`config.mk`:
```
export PLATFORM = sky130hd
export DESIGN_NAME = id_branch_front_flat
export DESIGN_NICKNAME = d
export VERILOG_FILES = /design/src/rtl/id_branch_front_pkg.sv /design/src/rtl/id_branch_front_if.sv /design/src/rtl/id_branch_front_br_cond_unit.sv /design/src/rtl/id_branch_front.sv /design/src/flat_wrapper.sv
export SDC_FILE = /design/constraint.sdc
export NUM_CORES = 1
export LEC_CHECK = 0
export BUFFER_PORTS_ARGS = -buffer_cell sky130_fd_sc_hd__buf_2
export CORE_ASPECT_RATIO = 1.2
export CORE_MARGIN = 4
export CORE_UTILIZATION = 34
export DETAILED_ROUTE_END_ITERATION = 12
export GPL_TIMING_DRIVEN = 0
export MAX_ROUTING_LAYER = met4
export SKIP_LAST_GASP = 1
export SLEW_MARGIN = 20
export SYNTH_ARGS = -nofsm -noshare
export SYNTH_HDL_FRONTEND = slang
export SYNTH_SLANG_ARGS = --single-unit
```
`constraint.sdc`:
```
create_clock -name clk -period 10.7 [get_ports clk]
set_input_delay 1.07 -clock clk [delete_from_list [all_inputs] [get_ports clk]]
set_output_delay 1.07 -clock clk [all_outputs]
set_load 0.005 [all_outputs]
```
`src/rtl/id_branch_front_pkg.sv`:
```
// Shared decode definitions for the ID-stage branch front end.
// Purely declarative: no logic, no latency.
// Used by the stage and by any future EX-side branch resolver.
package id_branch_front_pkg;

  // LoongArch control-transfer major opcodes, inst[31:26]
  localparam logic [5:0] OP_B    = 6'b010100;
  localparam logic [5:0] OP_BL   = 6'b010101;
  localparam logic [5:0] OP_BEQ  = 6'b010110;
  localparam logic [5:0] OP_BNE  = 6'b010111;
  localparam logic [5:0] OP_BLT  = 6'b011000;
  localparam logic [5:0] OP_BGE  = 6'b011001;
  localparam logic [5:0] OP_BLTU = 6'b011010;
  localparam logic [5:0] OP_BGEU = 6'b011011;
  localparam logic [5:0] OP_JIRL = 6'b010011;

  // Value held in the PC register while the stage is empty after reset
  localparam logic [31:0] RESET_PC = 32'h0000_0000;

  // Link register written by BL
  localparam logic [4:0] LINK_REG_RA = 5'd1;

  typedef enum logic [3:0] {
    BK_NONE,
    BK_B,
    BK_BL,
    BK_BEQ,
    BK_BNE,
    BK_BLT,
    BK_BGE,
    BK_BLTU,
    BK_BGEU,
    BK_JIRL
  } br_kind_t;

  // Map a major opcode to its branch kind; everything unknown is BK_NONE
  function automatic br_kind_t decode_kind(input logic [5:0] op);
    br_kind_t k;
    case (op)
      OP_B:    k = BK_B;
      OP_BL:   k = BK_BL;
      OP_BEQ:  k = BK_BEQ;
      OP_BNE:  k = BK_BNE;
      OP_BLT:  k = BK_BLT;
      OP_BGE:  k = BK_BGE;
      OP_BLTU: k = BK_BLTU;
      OP_BGEU: k = BK_BGEU;
      OP_JIRL: k = BK_JIRL;
      default: k = BK_NONE;
    endcase
    return k;
  endfunction

endpackage

```
`src/rtl/id_branch_front_if.sv`:
```
// Fetch-to-decode handshake plus the redirect path back into fetch.
// Combinational wires only; the decode stage registers on its side.
// allow_in is the backpressure; flush/target redirect fetch for one cycle.
interface id_branch_front_if;
  logic        if_ready_go;
  logic        if_allow_in;
  logic [31:0] if_inst;
  logic [31:0] if_pc;
  logic        br_flush;
  logic [31:0] br_target;

  // fetch side
  modport master (
    output if_ready_go, if_inst, if_pc,
    input  if_allow_in, br_flush, br_target
  );

  // decode side
  modport slave (
    input  if_ready_go, if_inst, if_pc,
    output if_allow_in, br_flush, br_target
  );
endinterface

```
`src/rtl/id_branch_front_br_cond_unit.sv`:
```
// Branch condition evaluator: decides taken from opcode and two operands.
// Purely combinational, zero latency.
// No handshake; callers qualify the result with their own valid.
module br_cond_unit
  import id_branch_front_pkg::*;
(
  input  logic [5:0]  opcode,
  input  logic [31:0] rj_value,
  input  logic [31:0] rkd_value,
  output logic        taken
);

  logic eq;
  logic lt_s;
  logic lt_u;

  assign eq   = (rj_value == rkd_value);
  assign lt_s = ($signed(rj_value) < $signed(rkd_value));
  assign lt_u = (rj_value < rkd_value);

  // Unconditional transfers are always taken; non-branches never are
  always_comb begin
    taken = 1'b0;
    case (opcode)
      OP_B, OP_BL, OP_JIRL: taken = 1'b1;
      OP_BEQ:               taken = eq;
      OP_BNE:               taken = ~eq;
      OP_BLT:               taken = lt_s;
      OP_BGE:               taken = ~lt_s;
      OP_BLTU:              taken = lt_u;
      OP_BGEU:              taken = ~lt_u;
      default:              taken = 1'b0;
    endcase
  end

endmodule

```
`src/rtl/id_branch_front.sv`:
```
// Decode front end: latches fetch's inst/PC, resolves branches, redirects fetch.
// One cycle from fire_in to id_valid; flush/target are combinational off stage state.
// allow_in drops while the held instruction cannot leave (operands or EX stall).
module id_branch_front
  import id_branch_front_pkg::*;
(
  input  logic                 clk,
  input  logic                 reset,
  id_branch_front_if.slave     fe,
  output logic [4:0]           rf_raddr1,
  output logic [4:0]           rf_raddr2,
  input  logic [31:0]          rj_value,
  input  logic [31:0]          rkd_value,
  input  logic                 operands_ready,
  input  logic                 ex_allow_in,
  output logic                 id_ready_go,
  output logic                 id_valid,
  output logic [31:0]          id_pc,
  output logic [31:0]          id_inst,
  output logic                 link_we,
  output logic [4:0]           link_dest,
  output logic [31:0]          link_value
);

  logic        fire_in;
  logic        fire_out;
  logic        taken;
  logic [5:0]  opcode;
  br_kind_t    kind;
  logic [31:0] offs16_ext;
  logic [31:0] offs26_ext;
  logic [31:0] target;

  // Handshake: a slot frees up in the same cycle the current occupant leaves
  assign id_ready_go    = id_valid & operands_ready;
  assign fire_out       = id_ready_go & ex_allow_in;
  assign fe.if_allow_in = ~id_valid | fire_out;
  assign fire_in        = fe.if_ready_go & fe.if_allow_in;

  // Stage register: new arrival has priority over departure so back-to-back flow keeps valid high
  always_ff @(posedge clk) begin
    if (reset) begin
      id_valid <= 1'b0;
      id_pc    <= RESET_PC;
      id_inst  <= 32'h0;
    end else if (fire_in) begin
      id_valid <= 1'b1;
      id_pc    <= fe.if_pc;
      id_inst  <= fe.if_inst;
    end else if (fire_out) begin
      id_valid <= 1'b0;
    end
  end

  assign opcode    = id_inst[31:26];
  assign kind      = decode_kind(opcode);
  assign rf_raddr1 = id_inst[9:5];
  assign rf_raddr2 = id_inst[4:0];

  // Word offsets scaled to bytes and sign-extended
  assign offs16_ext = {{14{id_inst[25]}}, id_inst[25:10], 2'b00};
  assign offs26_ext = {{4{id_inst[9]}}, id_inst[9:0], id_inst[25:10], 2'b00};

  br_cond_unit u_br_cond (
    .opcode    (opcode),
    .rj_value  (rj_value),
    .rkd_value (rkd_value),
    .taken     (taken)
  );

  // Target adder: JIRL bases off rj, B/BL use the long offset, the rest PC-relative short offset
  always_comb begin
    target = id_pc + offs16_ext;
    case (kind)
      BK_B, BK_BL: target = id_pc + offs26_ext;
      BK_JIRL:     target = rj_value + offs16_ext;
      default:     target = id_pc + offs16_ext;
    endcase
  end

  // Redirect only as the branch leaves, so a stalled branch never flushes twice
  assign fe.br_flush  = id_valid & fire_out & taken;
  assign fe.br_target = target;

  // Link write-back for calls: BL always links to ra, JIRL to its rd field
  always_comb begin
    link_we   = 1'b0;
    link_dest = id_inst[4:0];
    case (kind)
      BK_BL: begin
        link_we   = id_valid;
        link_dest = LINK_REG_RA;
      end
      BK_JIRL: begin
        link_we   = id_valid;
        link_dest = id_inst[4:0];
      end
      default: begin
        link_we   = 1'b0;
        link_dest = id_inst[4:0];
      end
    endcase
  end

  assign link_value = id_pc + 32'd4;

endmodule

```
`src/flat_wrapper.sv`:
```
// flat-port wrapper written by rule: the top's interface ports become plain ports
module id_branch_front_flat import id_branch_front_pkg::*;
  (clk, reset, rf_raddr1, rf_raddr2, rj_value, rkd_value, operands_ready, ex_allow_in, id_ready_go, id_valid, id_pc, id_inst, link_we, link_dest, link_value, fe_if_ready_go, fe_if_inst, fe_if_pc, fe_if_allow_in, fe_br_flush, fe_br_target);
  id_branch_front_if fe_i ();
  input  logic clk;
  input  logic reset;
  output logic [4:0] rf_raddr1;
  output logic [4:0] rf_raddr2;
  input  logic [31:0] rj_value;
  input  logic [31:0] rkd_value;
  input  logic operands_ready;
  input  logic ex_allow_in;
  output logic id_ready_go;
  output logic id_valid;
  output logic [31:0] id_pc;
  output logic [31:0] id_inst;
  output logic link_we;
  output logic [4:0] link_dest;
  output logic [31:0] link_value;
  input wire logic [$bits(fe_i.if_ready_go)-1:0] fe_if_ready_go;
  input wire logic [$bits(fe_i.if_inst)-1:0] fe_if_inst;
  input wire logic [$bits(fe_i.if_pc)-1:0] fe_if_pc;
  output wire logic [$bits(fe_i.if_allow_in)-1:0] fe_if_allow_in;
  output wire logic [$bits(fe_i.br_flush)-1:0] fe_br_flush;
  output wire logic [$bits(fe_i.br_target)-1:0] fe_br_target;
  assign fe_i.if_ready_go = fe_if_ready_go;
  assign fe_i.if_inst = fe_if_inst;
  assign fe_i.if_pc = fe_if_pc;
  assign fe_if_allow_in = fe_i.if_allow_in;
  assign fe_br_flush = fe_i.br_flush;
  assign fe_br_target = fe_i.br_target;
  id_branch_front u_core (.clk(clk), .reset(reset), .fe(fe_i), .rf_raddr1(rf_raddr1), .rf_raddr2(rf_raddr2), .rj_value(rj_value), .rkd_value(rkd_value), .operands_ready(operands_ready), .ex_allow_in(ex_allow_in), .id_ready_go(id_ready_go), .id_valid(id_valid), .id_pc(id_pc), .id_inst(id_inst), .link_we(link_we), .link_dest(link_dest), .link_value(link_value));
endmodule
```
Word-level counts from Yosys, hierarchy flattened
Memories as Yosys holds them, arrays and structs flattened. A register that Yosys moved wholly into a read port is not among the register bits.
Index checks and enable logic that the tools add are counted.

cells by class
  eq/ne operators = 13
  add/subtract/negate cells = 4
  mux-type cells = 9
  reductions and logical operators = 4
  bitwise logic cells = 10
  $lt $le $gt $ge = 2

operators by type and width
  operator                 count
  $add A32 B32 Y32         3
  $lt A32 B32 Y1           2
  $pmux W32 S2             1
  $eq A6 B5 Y1 const B     9
  $add A32 B3 Y32 const B  1
  $eq A32 B32 Y1           1
  $mux W5                  3
  $pmux W1 S7              1
  $and A1 B1 Y1            5
  $eq A4 B1 Y1 const B     1
  $eq A4 B2 Y1 const B     1
  $eq A4 B4 Y1 const B     1
  $mux W4                  1
  $not A1 Y1               4
  $reduce_or A2 Y1         2
  $mux W1                  3
  $reduce_or A3 Y1         1
  $reduce_bool A2 Y1       1
  $or A1 B1 Y1             1

word-level totals
  output and inout bits = 148
  bits of input ports = 133
  ROM bits = 128
  register bits after elaboration = 65
  memories kept = 1
  word-level logic and storage cells = 46

memory list
  name              depth  width  rd ports  clocked after Yosys merged registers in  wr ports  RTL line                   text
  (name not given)  32     4      1         1                                        0         id_branch_front_pkg.sv:39  case (op)

Logic depth before layout (Yosys ltp)
Gate-level depths: netlist of the first run.

  depth in word-level cells = 6
  depth in mapped cells = 15
  mapped depth without buffers = 14

Hierarchy
From an unflattened synthesis of the first run, not the netlist that was laid out.

unflattened totals
  cells, all modules = 1020
  area total of the unflattened synthesis = 7564.8 um^2

modules (own cells, without submodules)
  module           times used  cells an instance  seq. area each (um^2)  area an instance (um^2)
  id_branch_front  1           896                1381.3                 6625.1
  br_cond_unit     1           124                0.0                    939.7

Worst setup path after synthesis of the first run
Ideal clock, no wire load.

  path kind = register to output
  start = register u_core.id_inst[31]
  end = output port fe_br_target[30]
  cell stages (with the launch flop) = 16
  path slack = 6066 ps
  buffers on the path = 1
  required time = 9630 ps
  data arrival time = 3564 ps
  path through = dfxtp_1 -> nor2_1 -> nand3_1 -> clkbuf_1 -> mux2_2 -> ha_1 -> fa_1 -> a211oi_2 -> o211ai_1 -> and4b_1 -> o2111ai_1 -> nand2_1 -> o21ai_1 -> o21ai_0 -> xnor2_1 -> mux2i_1

on the way
  word-level cells in the longest chain between the ends = 4
  elaborated cells on any way between the ends = 6
  those cells by class = 3 x eq/ne; 2 x mux; 1 x reduce/logical

RTL lines
  element                                              RTL line                   text
  start, declared                                      id_branch_front.sv:19      output logic [31:0] id_inst,
  start signal, assigned                               id_branch_front.sv:49      id_inst <= fe.if_inst;
  $mux W4 *                                            id_branch_front_pkg.sv:39
  $eq A4 B1 Y1 / $eq A4 B2 Y1 (equally long branches)  id_branch_front.sv:74      case (kind)
  $reduce_or A2 Y1                                     id_branch_front.sv:74
  $pmux W32 S2 *                                       id_branch_front.sv:74
  end, declared                                        flat_wrapper.sv:25         output wire logic [$bits(fe_i.br_target)-1:0] fe_br_target;

Every way passes the cells marked *; elsewhere a longest branch is shown, timed or not.

Worst setup path in the final report of the first run
Ends and elaborated chain as after synthesis.

==> results of run 1 <==
layer usage:
| metal | vias up | part of all wire (%) |
|---|---|---|
| li1 | 4139 | - |
| met2 | 237 | 49 |
| met4 | 0 | 2.7 |
| met5 | - | 0 |
| met3 | 44 | 4.7 |
| met1 | 3852 | 44 |
area by class of cell:
cell class                 count  area (µm²)  share of cell area (%)
clock buffer                   9         225                    2.34
multi-input combinational    835        5770                    59.9
buffer                        47         235                    2.45
antenna                        8        20.0                   0.208
timing repair buffer         280        1400                    14.6
sequential                    69        1380                    14.4
tap                          274         343                    3.56
inverter                      49         184                    1.91
clock inverter                 6        65.1                   0.676
logic make-up (layout without fill, tap and decap cells):
group,count (synthesis),in the layout,share of synthesized area [%]
other,0,8,0
buffers and inverters,96,391,5.54
flip-flops,69,69,18.3
XOR/XNOR,84,84,9.72
AND/OR/NAND/NOR,330,330,20.0
multiplexers,40,40,5.82
AO/OA/AOI/OAI,284,284,24.4
adder cells (fa/ha/maj),97,97,16.2
flip-flops by register name (all words and copies together) (netlist names), named ones only:
name and cells:
u_core.id_inst 32, u_core.id_pc 32, u_core.id_valid 1
path summary, 6_finish.rpt:
check | endpoint | slack [ps] | start | depth (start not counted)
setup / recovery | fe_br_target[30] | 4350 | u_core.id_inst[31] | 16
setup reg to reg | flop | 8290 | u_core.id_valid | 9
hold reg to reg | u_core.id_pc[1] | 490 | u_core.id_pc[1] | 2
hold / removal | u_core.id_pc[1] | 490 | u_core.id_pc[1] | 2
layout by cell type, fill, tap and decap left out, types with 9 or more instances in the layout:
cell type and count:
xor2_1 28, buf_4 13, nand3_1 27, inv_1 49
o21ai_0 38, a21o_1 38, nand2_1 179, clkbuf_1 24
xnor2_1 56, ha_1 95, nor2_1 44, and3_1 13
buf_2 282, and2_1 9, clkbuf_16 9, dfxtp_1 69
mux2_2 32, o21a_1 9, a21oi_1 126, nand4_1 17
worst max-delay path, delay by kind of cell (launching register included):
kind	cells	cell delay, ps
DFF	1	400
AOI/OAI and AO/OA	5	1260
buffers and inverters	2	840
muxes	2	570
adders and majority gates	2	730
xor gates and xnor gates	1	150
and+or+nand+nor	4	990
through the flow:
step	setup WS [ps]	instances
floorplan	6070	1000
global route	4150	1577
global placement	4750	1554
CTS	4330	1569
detailed placement	4730	1554
finish	4350	1577
power by group through the flow:
stage                     Clock (mW)  Sequential (mW)  Combinational, mW
after floorplan                    0            0.297              0.178
after global placement             0            0.310              0.297
after detailed placement           0            0.309              0.299
after CTS                      0.309            0.304              0.301
after global routing           0.317            0.307              0.335
final                          0.306            0.305              0.300
==> impl_metrics.json, run 1 <==
{
  "root_buffer": "clkbuf_16",
  "max_freq_ghz": 0.157,
  "power_uw": 911,
  "clk_pin_slew_worst_paths_ps": 60,
  "drt-initial-drc-count": 472,
  "switching_power_uw": 324,
  "rows": 59,
  "gr-usage-met3_pct": 3.42,
  "slowest_delay_ps": 700,
  "p_comb_share_pct": 32.9,
  "antenna_left": 0,
  "synth_top_area_share_pct": 18.3,
  "grt-ovfl-total": 0,
  "synth_ff_type": "dfxtp_1",
  "skew_ps": 6.65,
  "dieArea_um2": 24700,
  "syn_nets": 1230,
  "cts-htree-levels": 3,
  "tns_ps": 0,
  "antenna_found_initial": 8,
  "synthDistinctLibCells": 72,
  "vias_per_cell": 5.25,
  "cts_tree": "done",
  "p_int_uw": 587,
  "fp.coreArea_um2": 21800,
  "setup_viol": 0,
  "grt_pass1_wl_um": 45600,
  "cts_sinks": 69,
  "gp_routability_congestion": 0.938,
  "power_density_nw_per_um2": 94.7,
  "cts_resized": 0,
  "synth.largest_area_cell": "dfxtp_1",
  "hold_path.class": "flop to flop",
  "period_needed_ps": 6350,
  "worstPathArrival_ps": 5280,
  "synth_edf_count": 0,
  "slew_headroom_pct": 27.8,
  "area_growth_pct": 27.2,
  "nFillCells": 2273,
  "power_leakage_nw": 5.02,
  "cts_hold_buf": 0,
  "fin_crit_sh_pct": 59.3,
  "worst_setup_path_end_kind": "output port",
  "hpwl_um": 25300,
  "crit_fanout": 10,
  "critical_path_class": "flop to output port",
  "die_w_um": 144,
  "cts_buffers": 9,
  "port_buffers": 280,
  "start_kind": "flop",
  "synth.avg_cell_area_um2": 7.57,
  "drive_above_1_share_pct": 28.7,
  "final_hold_viol_count": 0,
  "whs_ps": 495,
  "crit_path_cell_trace": "nor2_1 > nand3_1 > clkbuf_1 > mux2_2 > ha_1 > fa_1 > a211oi_2 > o211ai_1 > and4b_1 > o2111ai_1 > nand2_1 > o21ai_1 > o21ai_0 > xnor2_1 > mux2i_1 > buf_2",
  "synthTopCellsByCount": "nand2_1 (179), a21oi_1 (126), ha_1 (95)",
  "nets": 1521,
  "use_met2_pct": 41.6,
  "grt_busiest_layer": "met2",
  "drc": 0,
  "power_frac_clock_pct": 33.6,
  "grt_max_degree": 20,
  "cts_buffer_depth": 2,
  "clock_latency_ps": 340,
  "grt_use_met1_pct": 31.3,
  "worst_slew_pin_slew_ps": 1070,
  "finish.utilization_pct": 44.2,
  "switching_share_pct": 35.5,
  "ys_seq_elements": 69,
  "seq_area_frac_synth_pct": 18.3,
  "ys_top_cells_by_area": "dfxtp_1 (18%), ha_1 (16%), nand2_1 (8.9%)",
  "cp.required_ps": 9630,
  "vias": 8272,
  "netlist_area_um2": 7570,
  "report.final.slew_viol_count": 0,
  "grt_pass1_vias": 8193,
  "wl_per_cell_um": 19.6,
  "wl_um": 30900,
  "synth_most_common_cell": "nand2_1",
  "stdcell_area_um2": 9620,
  "status": "complete, no violations",
  "io_pins": 281,
  "dpl_cell_area_um2": 9310,
  "die_h_um": 171,
  "first_pass_iters": 5,
  "cts_setup_buffers": 0,
  "grt_setup_unrepaired": "false",
  "synth-async-reset-ratio_pct": 0,
  "start_util_pct": 34.7,
  "synthCells": 1000,
  "irDropWorstVdd_mv": 0.0947,
  "track_usage_pct": 24.9,
  "yosys_warnings": 0,
  "slowest_stage": "clkbuf_1",
  "pwr-share-seq_pct": 33.5,
  "maxCapViolCount": 0
}
Power figures use the tool's default switching activity.
==> inputs of run 2 (changes only) <==
--- a/config.mk
+++ b/config.mk
@@ -5,6 +5,7 @@
 export SDC_FILE = /design/constraint.sdc
 export NUM_CORES = 1
 export LEC_CHECK = 0
+export ABC_AREA = 1
 export BUFFER_PORTS_ARGS = -buffer_cell sky130_fd_sc_hd__buf_2
 export CORE_ASPECT_RATIO = 1.2
 export CORE_MARGIN = 4
==> constraint.sdc (replaced) <==
create_clock -name clk -period 5.8 [get_ports clk]
set_input_delay 0.58 -clock clk [delete_from_list [all_inputs] [get_ports clk]]
set_output_delay 0.58 -clock clk [all_outputs]
set_load 0.005 [all_outputs]
==> impl_metrics.json, run 2 <==
{
  "pre_cts_ws_ps": 1050,
  "fp.coreArea_um2": 23900,
  "r2r_start": "u_core.id_valid",
  "cts_buffers": 9,
  "wl_per_cell_um": 18.6,
  "grt_max_degree": 20,
  "final_cell_mix": "nand2_1 (292), buf_2 (288), nor2_1 (180)",
  "irDropWorstVdd_mv": 0.149,
  "wl_um": 36800,
  "die_h_um": 178,
  "rows": 62,
  "min_path_cells": 3,
  "power_leakage_nw": 5.49,
  "max_freq_ghz": 0.193,
  "cp.required_ps": 5220,
  "grt_setup_unrepaired": "false",
  "r2r_cells": 12,
  "gp_routability_congestion": 0.969,
  "drive_above_1_share_pct": 20.2,
  "grt-ovfl-total": 0,
  "ys_seq_elements": 69,
  "report.final.slew_viol_count": 0,
  "crit_path_frequent_cell": "nand2_1",
  "crit_family": "buffers and inverters",
  "vias": 10300,
  "cp.buffers_inverters": 5,
  "grt_pass1_wl_um": 55400,
  "ys_top_cells_by_area": "dfxtp_1 (17%), ha_1 (14%), nand2_1 (13%)",
  "fin_ws_ps": 628,
  "slowest_delay_ps": 440,
  "nets": 1883,
  "worst_slew_pin_slew_ps": 960,
  "track_usage_pct": 27.7,
  "min_from": "fe_if_inst[5]",
  "slew_headroom_pct": 35.9,
  "power_mw": 1.92,
  "start_kind": "flop",
  "synthDistinctLibCells": 44,
  "drt-initial-drc-count": 618,
  "syn_nets": 1592,
  "slowest_stage": "a21boi_0",
  "cts_sinks": 69,
  "yosys_warnings": 0,
  "synth_edf_count": 0,
  "antenna_found_initial": 4,
  "cts_hold_buf": 0,
  "cts_setup_buffers": 0,
  "drc": 0,
  "synthTopCellsByCount": "nand2_1 (292), nor2_1 (180), o21ai_0 (173)",
  "maxCapViolCount": 0,
  "critical_path_class": "flop to output port",
  "netlist_area_um2": 8220,
  "synth_ff_type": "dfxtp_1",
  "crit_fanout": 10,
  "tns_ps": 0,
  "grt_pass1_vias": 10100,
  "synth.avg_cell_area_um2": 6.03,
  "synthCells": 1362,
  "synth-async-reset-ratio_pct": 0,
  "seq_area_frac_synth_pct": 16.8,
  "fin_cells": 1981,
  "worst_hold_path.endpoint": "u_core.id_inst[5]",
  "cts_resized": 0,
  "dieArea_um2": 26700,
  "final_common_cell": "nand2_1",
  "synth.largest_area_cell": "dfxtp_1",
  "final_hold_viol_count": 0,
  "vias_per_cell": 5.19,
  "first_pass_iters": 5,
  "port_buffers": 280,
  "cts_buffer_depth": 2,
  "root_buffer": "clkbuf_16",
  "area_growth_pct": 25.5,
  "skew_ps": 5.57,
  "finish.utilization_pct": 43.2,
  "io_pins": 281,
  "start_util_pct": 34.4,
  "rrSetupSlack_ps": 3290,
  "worst_setup_path_end_kind": "output port",
  "hpwl_um": 31300,
  "cts_tree": "done",
  "clock_latency_ps": 340,
  "status": "complete, no violations",
  "die_w_um": 150,
  "setup_viol": 0,
  "worstPathArrival_ps": 4590,
  "clk_pin_slew_worst_paths_ps": 60,
  "reg_top3": "u_core.id_inst (32), u_core.id_pc (32), u_core.id_valid (1)",
  "cts-htree-levels": 3,
  "antenna_left": 0,
  "synth_top_area_share_pct": 16.8,
  "crit_path_cell_trace": "nor2_1 > nand3_1 > buf_2 > clkinv_1 > buf_1 > nand2_1 > o21ai_0 > ha_1 > fa_1 > nand3_1 > nand3_1 > a21boi_0 > inv_1 > nand2_1 > nand2_1 > nand2_1 > nand2_1 > xor2_1 > nand2_1 > o21ai_0 > buf_2",
  "power_density_nw_per_um2": 186,
  "hold_path.class": "input port to flop",
  "synth_most_common_cell": "nand2_1",
  "fin_crit_sh_pct": 89.2,
  "period_needed_ps": 5170,
  "dp.cells": 1962
}
run 2: cell count changes after synthesis, sizes merged, moves of 9 or more:
cell | before | now
a21o | 38 | 4
and2 | 10 | 1
and3 | 13 | 0
inv | 49 | 151
mux2 | 32 | 0
nand2 | 179 | 298
nand3 | 27 | 62
nor2 | 46 | 183
nor3 | 8 | 25
o21ai | 47 | 177
xnor2 | 56 | 13
run 2: worst max path at each step:
stage / depth (start not counted) / endpoint / slack (ps) / start
detailed placement: 21 / fe_br_target[16] / 1050 / u_core.id_inst[31]
CTS: 21 / fe_br_target[16] / 670 / u_core.id_inst[31]
global route: 21 / fe_br_target[20] / 300 / u_core.id_inst[31]
floorplan: 20 / fe_br_target[16] / 2230 / u_core.id_inst[31]
finish: 21 / fe_br_target[16] / 630 / u_core.id_inst[31]
global placement: 21 / fe_br_target[16] / 1000 / u_core.id_inst[31]
run 2: worst register-to-register path, cell delays in order, from the launching register on:
cell and delay (ps):
dfxtp_1 350, nand2_1 80, nor2_1 140, nor2_1 80, nor2_1 180, inv_1 80
buf_2 190, buf_2 210, clkbuf_1 300, a21oi_1 240, ha_1 210, nand2_1 80
nor4_1 240
run 2: metrics by stage:
stage / instance area, µm² / hold WS [ps]
global placement: 10000 / 537
CTS: 10300 / 449
finish: 10300 / 458
global route: 10300 / 453
detailed placement: 10000 / 545
floorplan: 8220 / 489
run 2: logic make-up (layout without fill, tap and decap cells):
logic type	count (synthesis)	count (layout)	synth area share (%)
compound gates	345	345	21.9
xor+xnor	46	46	4.90
fa+ha+maj	97	97	15.0
buf+inv	196	490	9.67
flops	69	69	16.8
mux	1	1	0.122
other cells	0	5	0
simple gates	608	608	31.6
run 2: area by class of cell:
cell class	instances	area [µm²]
inverter	152	571
multi-input combinational	1097	6040
fill	2735	13600
antenna	5	12.5
tap	320	400
timing repair buffer	280	1400
clock buffer	12	246
clock inverter	2	35.0
buffer	44	224
sequential	69	1380
run 2: metal layers:
layer,up-vias,track usage [%],part of all wire (%)
li1,5135,-,-
met1,4723,33.0,41
met2,371,47.8,49
met3,58,4.60,6.8
met4,0,8.62,2.7
met5,-,-,0
run 2: power by group:
group / internal, mW / switching, mW
registers: 0.512 / 0.0818
logic: 0.304 / 0.469
clock network: 0.340 / 0.213
==> inputs of run 3 (changes only) <==
--- a/config.mk
+++ b/config.mk
@@ -8,7 +8,7 @@
 export ABC_AREA = 1
 export BUFFER_PORTS_ARGS = -buffer_cell sky130_fd_sc_hd__buf_2
 export CORE_ASPECT_RATIO = 1.2
-export CORE_MARGIN = 4
+export CORE_MARGIN = 2
 export CORE_UTILIZATION = 34
 export DETAILED_ROUTE_END_ITERATION = 12
 export GPL_TIMING_DRIVEN = 0
==> impl_metrics.json, run 3 (same netlist as run 2, synthesis figures left out) <==
{
  "status": "complete, no violations",
  "power_mw": 1.94,
  "final_hold_viol_count": 0,
  "fin_cells": 1979,
  "rows": 62,
  "area_growth_pct": 25.7,
  "crit_path_cell_trace": "nor2_1 > nand3_1 > buf_2 > clkinv_1 > buf_1 > nand2_1 > o21ai_0 > ha_1 > fa_1 > nand3_1 > nand3_1 > a21boi_0 > inv_1 > nand2_1 > nand2_1 > nand2_1 > nand2_1 > xor2_1 > nand2_1 > o21ai_0 > buf_2",
  "slew_headroom_pct": 40.9,
  "fin_ws_ps": 533,
  "die_h_um": 174,
  "switching_power_uw": 768,
  "clock_latency_ps": 340,
  "cts_setup_buffers": 0,
  "gp_routability_congestion": 0.959,
  "irDropWorstVdd_mv": 0.127,
  "antenna_found_initial": 1,
  "grt_setup_unrepaired": "false",
  "start_util_pct": 34.5,
  "final_common_cell": "nand2_1",
  "cts_buffers": 9,
  "report.final.slew_viol_count": 0,
  "maxCapViolCount": 0,
  "grt_pass1_wl_um": 54600,
  "power_leakage_nw": 5.50,
  "switching_share_pct": 39.5,
  "grt-ovfl-total": 0,
  "cp.required_ps": 5220,
  "p_comb_share_pct": 40.1,
  "wl_um": 35800,
  "track_usage_pct": 28.3,
  "vias_per_cell": 5.21,
  "fin_crit_sh_pct": 90.8,
  "rrSetupSlack_ps": 3350,
  "cts_buffer_depth": 2,
  "port_buffers": 280,
  "crit_fanout": 10,
  "drc": 0,
  "setup_viol": 0,
  "grt_max_degree": 20,
  "period_needed_ps": 5270,
  "r2r_cells": 12,
  "root_buffer": "clkbuf_16",
  "clk_pin_slew_worst_paths_ps": 60,
  "crit_path_end": "fe_br_target[16]",
  "worstPathArrival_ps": 4690,
  "reg_top3": "u_core.id_inst (32), u_core.id_pc (32), u_core.id_valid (1)",
  "tns_ps": 0,
  "wl_per_cell_um": 18.1,
  "cp-startpoint": "u_core.id_inst[31]",
  "hpwl_um": 30400,
  "skew_ps": 5.22,
  "nets": 1883,
  "cts-htree-levels": 3,
  "power_density_nw_per_um2": 188,
  "pwr-share-seq_pct": 30.4,
  "antenna_left": 0,
  "worst_setup_path_end_kind": "output port",
  "cts_sinks": 69,
  "hold_path.class": "input port to flop",
  "grt_pass1_vias": 10100,
  "whs_ps": 455,
  "power_frac_clock_pct": 29.5,
  "crit_path_frequent_cell": "nand2_1",
  "cts_hold_buf": 0,
  "cts_resized": 0,
  "critical_path_class": "flop to output port",
  "dp.cells": 1962,
  "dieArea_um2": 25400,
  "fp.coreArea_um2": 23800,
  "io_pins": 281,
  "p_int_mw": 1.17,
  "start_kind": "flop",
  "cts_tree": "done",
  "slowest_delay_ps": 440,
  "pre_cts_ws_ps": 956,
  "vias": 10300,
  "worst_slew_pin_slew_ps": 885,
  "max_freq_ghz": 0.190,
  "r2r_start": "u_core.id_valid",
  "final_cell_mix": "nand2_1 (292), buf_2 (288), nor2_1 (180)",
  "die_w_um": 146,
  "drt-initial-drc-count": 572,
  "drive_above_1_share_pct": 20.3,
  "first_pass_iters": 5,
  "slowest_stage": "a21boi_0"
}
-- run 3: cell types whose count changed in the layout (fill, tap and decap cells not counted), sizes merged --
cell | before | now
clkbuf | 34 | 35
clkinv | 2 | 3
diode | 5 | 1
-- run 3: critical path: cells and delay by family (launching register included) --
kind	cells	cell delay, ps
compound gates	3	670
xor+xnor	1	210
fa+ha+maj	2	720
buf+inv	5	1240
flops	1	410
simple gates	10	1100
-- run 3: per-stage QoR --
| step | cell area [µm²] | util [%] |
|---|---|---|
| global route | 10300 | 43.4 |
| floorplan | 8220 | - |
| global placement | 10000 | 42.1 |
| CTS | 10300 | 43.3 |
| detailed placement | 10000 | 42.1 |
| finish | 10300 | 43.4 |
-- run 3: routing by layer --
| metal | vias to the layer above | GRT usage, % | part of all wire (%) |
|---|---|---|---|
| met2 | 353 | 49.2 | 50 |
| met1 | 4769 | 33.4 | 41 |
| met3 | 63 | 3.91 | 6.1 |
| met4 | 0 | 9.97 | 3.0 |
| met5 | - | - | 0 |
| li1 | 5134 | - | - |
-- run 3: worst min path at each step --
stage,start,to,slack (ps),cells after the start
after floorplan,u_core.id_inst[0],u_core.id_inst[0],490,2
after global placement,u_core.id_inst[0],u_core.id_inst[0],530,2
after detailed placement,u_core.id_inst[0],u_core.id_inst[0],550,2
after CTS,fe_if_inst[3],u_core.id_inst[3],450,3
after global routing,fe_if_inst[14],u_core.id_inst[14],460,3
final,fe_if_inst[10],u_core.id_inst[10],460,3
-- run 3: layout make-up --
cell class	count	area, µm²
Timing Repair Buffer	280	1400
Sequential cell	69	1380
Clock buffer	13	260
Fill cell	2662	13500
Multi-Input combinational cell	1097	6040
Buffer	44	224
Antenna cell	1	2.50
Inverter	152	571
Clock inverter	3	43.8
Tap cell	320	400
-- run 3: power by group through the flow --
stage	logic, mW	registers (mW)	clock network [mW]
2_1_floorplan	0.446	0.570	0
3_3_place_gp	0.768	0.598	0
3_5_place_dp	0.773	0.598	0
4_1_cts	0.777	0.588	0.581
5_1_grt	0.871	0.595	0.608
6_report	0.778	0.590	0.573
